<file path="src/rtl/q_channel_controller_pkg.sv">
// Shared types for the Q-channel controller: the FSM state encoding.
package q_channel_pkg;

   localparam logic [2:0] Q_DENIED_ENC = 3'd4;

   typedef enum logic [2:0] {
      Q_RUN     = 3'd0,
      Q_REQUEST = 3'd1,
      Q_STOPPED = 3'd2,
      Q_EXIT    = 3'd3,
      Q_DENIED  = Q_DENIED_ENC
   } state_t;

endpackage

</file>
<file path="src/rtl/q_channel_controller_if.sv">
// Q-channel signals between the power controller (master) and the device (slave).
interface q_channel_controller_if;
   logic qreqn_o;
   logic qacceptn_i;
   logic qactive_i;
   logic qdeny_i;

   modport master (output qreqn_o, input qacceptn_i, input qactive_i, input qdeny_i);
   modport slave  (input qreqn_o, output qacceptn_i, output qactive_i, output qdeny_i);
endinterface

</file>
<file path="src/rtl/q_channel_controller_idle_counter.sv">
// Saturating idle-period counter; expired is high once the count reaches IDLE_CYCLES-1.
module qc_idle_counter #(
   parameter int IDLE_CYCLES = 16,
   parameter int IDLE_W      = $clog2(IDLE_CYCLES + 1)
) (
   input  logic              clk,
   input  logic              reset,
   input  logic              inc,
   input  logic              clr,
   output logic [IDLE_W-1:0] count,
   output logic              expired
);

   localparam logic [IDLE_W-1:0] MAX_COUNT = IDLE_W'(IDLE_CYCLES - 1);

   always_ff @(posedge clk) begin
      if (reset) begin
         count <= {IDLE_W{1'b0}};
      end else if (clr) begin
         count <= {IDLE_W{1'b0}};
      end else if (inc && (count != MAX_COUNT)) begin
         count <= count + IDLE_W'(1);
      end else begin
         count <= count;
      end
   end

   assign expired = (count == MAX_COUNT);

endmodule

</file>
<file path="src/rtl/q_channel_controller.sv">
// Q-channel initiator: auto-requests quiescence after an idle period and gates the device clock.
// Optional deny handling is compiled in with `define Q_DENY_EN.
module q_channel_controller
   import q_channel_pkg::*;
#(
   parameter int IDLE_CYCLES = 16,
   parameter int IDLE_W      = $clog2(IDLE_CYCLES + 1),
   parameter int CNT_W       = 8
) (
   input  logic                   clk,
   input  logic                   reset,
   input  logic                   en_i,
   q_channel_controller_if.master q,
   output logic                   clk_en_o,
   output logic [2:0]             state_o,
   output logic [CNT_W-1:0]       lp_entries_o
);

   state_t            state;
   state_t            next_state;
   logic              idle_inc;
   logic              idle_expired;
   logic [IDLE_W-1:0] idle_count;
   logic              lp_entry;

   // A device holding qacceptn low in RUN is misbehaving, so it never counts as idle.
   assign idle_inc = (state == Q_RUN) && !q.qactive_i && en_i && q.qacceptn_i;
   assign lp_entry = (state == Q_REQUEST) && (next_state == Q_STOPPED);
   assign state_o  = state;

   qc_idle_counter #(
      .IDLE_CYCLES (IDLE_CYCLES),
      .IDLE_W      (IDLE_W)
   ) u_idle_counter (
      .clk     (clk),
      .reset   (reset),
      .inc     (idle_inc),
      .clr     (!idle_inc),
      .count   (idle_count),
      .expired (idle_expired)
   );

   always_comb begin
      next_state = state;
      case (state)
         Q_RUN: begin
            if (idle_inc && idle_expired) next_state = Q_REQUEST;
            else                          next_state = Q_RUN;
         end
         Q_REQUEST: begin
            // Accept takes priority over deny; a request is never withdrawn otherwise.
            if (!q.qacceptn_i)    next_state = Q_STOPPED;
`ifdef Q_DENY_EN
            else if (q.qdeny_i)   next_state = Q_DENIED;
`endif
            else                  next_state = Q_REQUEST;
         end
         Q_STOPPED: begin
            if (q.qactive_i || !en_i) next_state = Q_EXIT;
            else                      next_state = Q_STOPPED;
         end
         Q_EXIT: begin
            if (q.qacceptn_i) next_state = Q_RUN;
            else              next_state = Q_EXIT;
         end
         Q_DENIED: begin
`ifdef Q_DENY_EN
            if (!q.qdeny_i) next_state = Q_RUN;
            else            next_state = Q_DENIED;
`else
            next_state = Q_RUN;
`endif
         end
         default: next_state = Q_RUN;
      endcase
   end

   // Outputs are registered from next_state so they switch on the same edge as the state.
   always_ff @(posedge clk) begin
      if (reset) begin
         state        <= Q_RUN;
         q.qreqn_o    <= 1'b1;
         clk_en_o     <= 1'b1;
         lp_entries_o <= {CNT_W{1'b0}};
      end else begin
         state     <= next_state;
         q.qreqn_o <= !((next_state == Q_REQUEST) || (next_state == Q_STOPPED));
         clk_en_o  <= (next_state != Q_STOPPED);
         if (lp_entry && (lp_entries_o != {CNT_W{1'b1}})) begin
            lp_entries_o <= lp_entries_o + CNT_W'(1);
         end else begin
            lp_entries_o <= lp_entries_o;
         end
      end
   end

endmodule
</file>
<file path="src/flat_wrapper.sv">
// flat-port wrapper written by rule: the top's interface ports become plain ports
module q_channel_controller_flat import q_channel_pkg::*;
#(
   parameter int IDLE_CYCLES = 16,
   parameter int IDLE_W      = $clog2(IDLE_CYCLES + 1),
   parameter int CNT_W       = 8
)
  (clk, reset, en_i, clk_en_o, state_o, lp_entries_o, q_qreqn_o, q_qacceptn_i, q_qactive_i, q_qdeny_i);
  q_channel_controller_if q_i ();
  input  logic clk;
  input  logic reset;
  input  logic en_i;
  output logic clk_en_o;
  output logic [2:0] state_o;
  output logic [CNT_W-1:0] lp_entries_o;
  output wire logic [$bits(q_i.qreqn_o)-1:0] q_qreqn_o;
  input wire logic [$bits(q_i.qacceptn_i)-1:0] q_qacceptn_i;
  input wire logic [$bits(q_i.qactive_i)-1:0] q_qactive_i;
  input wire logic [$bits(q_i.qdeny_i)-1:0] q_qdeny_i;
  assign q_qreqn_o = q_i.qreqn_o;
  assign q_i.qacceptn_i = q_qacceptn_i;
  assign q_i.qactive_i = q_qactive_i;
  assign q_i.qdeny_i = q_qdeny_i;
  q_channel_controller #(.IDLE_CYCLES(IDLE_CYCLES), .IDLE_W(IDLE_W), .CNT_W(CNT_W)) u_core (.clk(clk), .reset(reset), .en_i(en_i), .q(q_i), .clk_en_o(clk_en_o), .state_o(state_o), .lp_entries_o(lp_entries_o));
endmodule
</file>
<file path="config.mk">
export PLATFORM = sky130hd
export DESIGN_NAME = q_channel_controller_flat
export DESIGN_NICKNAME = d
export VERILOG_FILES = /design/src/rtl/q_channel_controller_pkg.sv /design/src/rtl/q_channel_controller_if.sv /design/src/rtl/q_channel_controller_idle_counter.sv /design/src/rtl/q_channel_controller.sv /design/src/flat_wrapper.sv
export SDC_FILE = /design/constraint.sdc
export NUM_CORES = 1
export LEC_CHECK = 0
export ABC_AREA = 1
export CAP_MARGIN = 10
export CELL_PAD_IN_SITES_DETAIL_PLACEMENT = 1
export CELL_PAD_IN_SITES_GLOBAL_PLACEMENT = 2
export CORE_ASPECT_RATIO = 0.6
export CORE_MARGIN = 5
export CORE_UTILIZATION = 28
export DETAILED_ROUTE_END_ITERATION = 7
export PLACE_DENSITY = 0.76
export SYNTH_ARGS = -nofsm -noshare
export SYNTH_HDL_FRONTEND = slang
export SYNTH_HIERARCHICAL = 1
export SYNTH_SLANG_ARGS = --single-unit
</file>
<file path="constraint.sdc">
create_clock -name clk -period 2.7 [get_ports clk]
set_input_delay 0.54 -clock clk [delete_from_list [all_inputs] [get_ports clk]]
set_output_delay 0.54 -clock clk [all_outputs]
set_load 0.01 [all_outputs]
</file>
### After elaboration in Yosys (flattened, before gate mapping)

Cells that the tools add are included.

* bitwise operators: 1
* equality and inequality tests: 9
* add/subtract/negate cells: 2
* muxes and demuxes: 5
* reductions and logical operators: 14

Operator list (count)
* 3-bit one-hot mux with 4 select lines: 1
* 3-bit by 2-bit == test with 1-bit output (second input constant): 3
* 8-bit by 1-bit adder with 8-bit output (second input constant): 1
* 8-bit inequality test (second input constant): 1
* 1-bit logical AND: 7
* 3-bit by 1-bit == test with 1-bit output (second input constant): 2
* 5-bit by 1-bit adder with 5-bit output (second input constant): 1
* 5-bit by 4-bit == test with 1-bit output (second input constant): 1
* 5-bit by 4-bit inequality test with 1-bit output (second input constant): 1
* 2-bit 2-to-1 mux: 2
* 1-bit zero test: 3
* 3-bit zero test: 1
* 3-bit by 2-bit inequality test with 1-bit output (second input constant): 1
* 1-bit logical OR: 2
* 1-bit 2-to-1 mux: 2
* 2-bit OR reduction: 1
* 1-bit NOT: 1

* output and inout bits: 13
* logic and storage cells: 36
* register bits after elaboration: 18
* input bits: 6

### Depth between registers and ports, before layout

* word-level depth: 10
* depth in mapped cells: 16
* mapped depth without buffers: 15

### By module

The synthesis kept the hierarchy.

By module, submodules not included
* q_channel_controller: cells an instance 102, times used 1, sequential area each 240.2 µm², area an instance 714.4 µm²
* qc_idle_counter: cells an instance 34, times used 1, sequential area each 100.1 µm², area an instance 270.3 µm²

### Worst setup path after synthesis

Ideal clock, no wire load.

* path type: register to register
* start point: register u_core.u_idle_counter.count[0]
* end point: register u_core.lp_entries_o[4]
* path buffers: 1
* data arrival time: 1.810 ns
* period minus slack after synthesis: 1.922 ns
* required time: 2.587 ns
* library setup time: 0.113 ns
* slack: 0.778 ns
* cell stages (with the launch flop): 17
* cell sequence: dfxtp_1 ha_1 inv_1 nor2_1 ha_1 nand2_1 nand2_1 nand3_1 and2_1 ha_1 nand2_2 nor2_8 buf_6 nand3_1 nand2_1 nand2_1 nor2_1

* longest elaborated chain between the ends: 7

Ends and longest elaborated chain
* from (decl): RTL line q_channel_controller_idle_counter.sv:10 `output logic [IDLE_W-1:0] count,`
* from (signal assigned): RTL line q_channel_controller_idle_counter.sv:18 `count <= {IDLE_W{1'b0}};`
* from (signal assigned): RTL line q_channel_controller_idle_counter.sv:20 `count <= {IDLE_W{1'b0}};`
* from (signal assigned): RTL line q_channel_controller_idle_counter.sv:22 `count <= count + IDLE_W'(1);`
* 5-bit by 4-bit == test with 1-bit output: RTL line q_channel_controller_idle_counter.sv:28 `assign expired = (count == MAX_COUNT);`
* named net u_core.idle_expired: RTL line q_channel_controller.sv:22 `logic idle_expired;`
* 1-bit logical AND: RTL line q_channel_controller.sv:47 `if (idle_inc && idle_expired) next_state = Q_REQUEST;`
* 1-bit 2-to-1 mux: RTL line q_channel_controller.sv:47
* 3-bit one-hot mux with 4 select lines: RTL line q_channel_controller.sv:45 `case (state)`
* 3-bit by 2-bit == test with 1-bit output: RTL line q_channel_controller.sv:28 `assign lp_entry = (state == Q_REQUEST) && (next_state == Q_STOPPED);`
* 1-bit logical AND: RTL line q_channel_controller.sv:28
* 1-bit logical AND: RTL line q_channel_controller.sv:89 `if (lp_entry && (lp_entries_o != {CNT_W{1'b1}})) begin`
* to (signal assigned): RTL line q_channel_controller.sv:84 `lp_entries_o <= {CNT_W{1'b0}};`
* to (signal assigned): RTL line q_channel_controller.sv:90 `lp_entries_o <= lp_entries_o + CNT_W'(1);`
* to (signal assigned): RTL line q_channel_controller.sv:92 `lp_entries_o <= lp_entries_o;`
* to (decl): RTL line q_channel_controller.sv:16 `output logic [CNT_W-1:0] lp_entries_o`

The timed path passes the listed nets, and every way through them passes these cells.
A chain may end at the register's enable or synchronous reset.

### Worst setup path in the final report

* start point: input en_i
* end point: register u_core.lp_entries_o[4]

* longest elaborated chain between the ends: 8
* elaborated cells on any way between the ends: 11
* classes of those cells: 1 x eq/ne; 3 x mux; 7 x reduce/logical

Ends and longest elaborated chain
* from (decl): RTL line flat_wrapper.sv:12 `input logic en_i;`
* 1-bit logical AND (2 in a row): RTL line q_channel_controller.sv:27 `assign idle_inc = (state == Q_RUN) && !q.qactive_i && en_i && q.qacceptn_i;`
* 1-bit logical AND: RTL line q_channel_controller.sv:47
* 1-bit 2-to-1 mux: RTL line q_channel_controller.sv:47
* 3-bit one-hot mux with 4 select lines (*): RTL line q_channel_controller.sv:45
* 3-bit by 2-bit == test with 1-bit output (*): RTL line q_channel_controller.sv:28
* 1-bit logical AND (*): RTL line q_channel_controller.sv:28
* 1-bit logical AND (*): RTL line q_channel_controller.sv:89

Mark *: on every way between the ends. The rest lies on a longest branch, timed or not.

==> results.txt <==
IO buf count = 16
arrival time at the worst endpoint = 2340 ps
final worst path period share = 0.795
Cell Area, Synth = 985 um^2
outcome = completed
least setup slack across all paths after layout = 552 ps
leakage power total = 0.514 nW
power per unit of standard cell area = 382 mW/mm^2
length of the first detailed-routing pass in iterations = 4
worst rel slew slack = 0.655
fin cells = 198
maximum buffer depth of the clock tree = 2
CP endpoint = u_core/lp_entries_o[4]
average cell area after synthesis = 7.24 um^2
H-tree level count = 1
Placement Cell Area = 0.00118 mm^2
Top-Level Pins = 19
pin count of the biggest net entering global routing = 12
global-route wire length before repair = 4.11 mm
Yosys warning total = 6
ANT nets after route = 0
cells after synthesis = 136
start-to-end type of the worst setup path = in -> reg
final setup violating endpoints = 0
Die Y = 55.9 um
synthesized net count = 146
CTS tree = done
worst-path fanout max = 11
Required @ worst endpoint = 2900 ps
overall die width = 86.6 um
number of sinks handled by clock tree synthesis = 17
met3 Resource Use GR = 0.0370
Period minus WS final = 2150 ps
most used cells in the layout excluding fill and tap cells = sky130_fd_sc_hd__nand2_1 (32), sky130_fd_sc_hd__nor2_1 (18), sky130_fd_sc_hd__inv_1 (17), sky130_fd_sc_hd__dfxtp_1 (17), sky130_fd_sc_hd__clkdlybuf4s50_1 (16)
routing usage on met2 = 0.147
initial antenna violation count = 0
highest achievable clock rate = 466 MHz
max-slew violation count = 0
global routing usage on met1 = 0.160
utilization of the core after routing = 0.369
worst supply voltage drop on vdd = 291 uV
Initial Util = 0.296
total power consumption of the routed design = 468 uW
Final #Nets = 164
Worst R2R Path Depth = 15
Iteration-0 DRC Markers = 22
WL final = 2.37 mm
number of max-cap violations = 0
wire length per cell = 12.0 um
count of placed standard cells including taps = 194
fraction of final layout cells sized beyond drive strength 1 = 0.150
global routing usage summed across all routing layers = 0.109
Area Overhead vs Synth = 24.4%
share of synthesized area occupied by flip-flops and latches = 0.346
most common cell after layout, fill and taps aside = sky130_fd_sc_hd__nand2_1
busiest metal layer after global routing = met1
Crit Reg-Reg Endpoint = u_core/lp_entries_o[4]
Final Cell Area = 0.00122 mm^2
count of vias placed by the detailed router = 871
CP startpoint kind = input pin
setup repair after global routing missed its margin = no
number of distinct library cells after synthesis = 30
Worst Skew = 4.27 ps
post_cts resized = 0
ANT cells = 0
tightest hold margin = 504 ps
final sum of negative setup slack = 0 ps
number of storage elements in the synthesis netlist = 17
worst reg2reg startpoint = u_core/u_idle_counter/count[0]
class of the tightest hold or removal check = reg -> reg
worst slack at placement = 279 ps
final hold viol count = 0
Skew-Pair Late Insertion Delay = 260 ps
sort of element at the end of the critical path = flop
prevailing post-synth register cell = sky130_fd_sc_hd__dfxtp_1
total DRC errors in the routed layout = 0
clk root buf = sky130_fd_sc_hd__clkbuf_8
number of synthesized flops with an enable pin = 0
setup slack of the worst register-to-register path = 560 ps
HPWL Detailed = 1.91 mm
area of the die = 0.00484 mm^2
grt total ovfl = 0
average vias per placed instance = 4.40
core area = 0.00332 mm^2
setup fix buffers added after clock tree synthesis = 0
crit path launch = en_i
clock transition at the registers of the reported paths = 70 ps
transition time at the pin with the least slew margin = 516 ps
async set-or-reset flop fraction in the synthesized netlist = 0
number of clock buffers inserted by TritonCTS = 3
vias in the first global route = 872
number of inserted filler cells in the final layout = 439
count of standard-cell rows = 16
number of buffers inserted by hold repair at cts = 0
routability-driven placement congestion ratio = 0.722
[routing by layer]
layer | share of wire | vias to the layer above
met5 | 0 | -
met4 | 0 | 0
met3 | 0.050 | 0
met2 | 0.39 | 23
met1 | 0.56 | 390
li1 | - | 458
[Yosys cell counts, types with 2 or more instances]
cell                      instances  area (um^2)
sky130_fd_sc_hd__a21oi_1          6         30.0
sky130_fd_sc_hd__nand3_1          9         45.0
sky130_fd_sc_hd__dfxtp_1         17          340
sky130_fd_sc_hd__nand4_1          4         25.0
sky130_fd_sc_hd__inv_2            2         7.51
sky130_fd_sc_hd__ha_1             4         50.1
sky130_fd_sc_hd__o21ai_0          2         10.0
sky130_fd_sc_hd__nand2_1         32          120
sky130_fd_sc_hd__inv_1           17         63.8
sky130_fd_sc_hd__nor2_1          18         67.6
sky130_fd_sc_hd__nor2_4           2         22.5
sky130_fd_sc_hd__nand2_2          3         18.8
sky130_fd_sc_hd__nand2_4          2         22.5
sky130_fd_sc_hd__nor2_8           2         40.0
[worst max-delay path, stage by stage]
cell and delay (ps):
sky130_fd_sc_hd__clkdlybuf4s50_1 450, sky130_fd_sc_hd__inv_1 30, sky130_fd_sc_hd__nor2_1 170, sky130_fd_sc_hd__o21ai_0 110
sky130_fd_sc_hd__nand2_1 60, sky130_fd_sc_hd__and2_1 140, sky130_fd_sc_hd__ha_1 200, sky130_fd_sc_hd__nand2_2 100
sky130_fd_sc_hd__nor2_8 190, sky130_fd_sc_hd__nand3_1 150, sky130_fd_sc_hd__nand2_1 80, sky130_fd_sc_hd__nand2_1 40
sky130_fd_sc_hd__nor2_1 80
[how the worst min path moves through the flow]
stage / from / to / slack (ps) / depth (start not counted)
after floorplan: u_core/u_idle_counter/count[0] / u_core/u_idle_counter/count[0] / 450 / 1
final: u_core/u_idle_counter/count[0] / u_core/u_idle_counter/count[0] / 500 / 1
after detailed placement: u_core/u_idle_counter/count[0] / u_core/u_idle_counter/count[0] / 500 / 1
after global placement: u_core/u_idle_counter/count[0] / u_core/u_idle_counter/count[0] / 490 / 1
after global routing: u_core/u_idle_counter/count[1] / u_core/u_idle_counter/count[1] / 540 / 2
after CTS: u_core/u_idle_counter/count[0] / u_core/u_idle_counter/count[0] / 520 / 1
[layout make-up]
cell class | instances | area, um^2 | share of cell area
multi-input combinational | 96 | 544 | 0.444
sequential | 17 | 340 | 0.278
timing repair buffer | 16 | 160 | 0.131
inverter | 20 | 77.6 | 0.0633
tap | 45 | 56.3 | 0.0460
clock buffer | 3 | 41.3 | 0.0337
clock inverter | 1 | 5.00 | 0.00409
[cells by family after synthesis]
logic type / count (synthesis) / synth area share
XOR/XNOR: 1 / 0.00890
other: 1 / 0.00381
flip-flops: 17 / 0.346
AO/OA/AOI/OAI: 12 / 0.0750
adder cells (fa/ha/maj): 4 / 0.0508
AND/OR/NAND/NOR: 78 / 0.414
buffers and inverters: 23 / 0.102
[power by group]
part	leakage, nW	switching [mW]	internal [mW]
Sequential	0.137	0.000247	0.251
Combinational	0.352	0.0129	0.00836
Clock	0.0255	0.0930	0.103
Total	0.514	0.106	0.362
[registers in the layout, summed over array words and instances, names as in the netlist]
signal,cells
u_core/lp_entries_o,8
u_core/u_idle_counter/count,5
u_core/state_o,2
u_core/clk_en_o,1
u_core/q.qreqn_o,1
No activity file was read; power rests on OpenSTA's default activity.
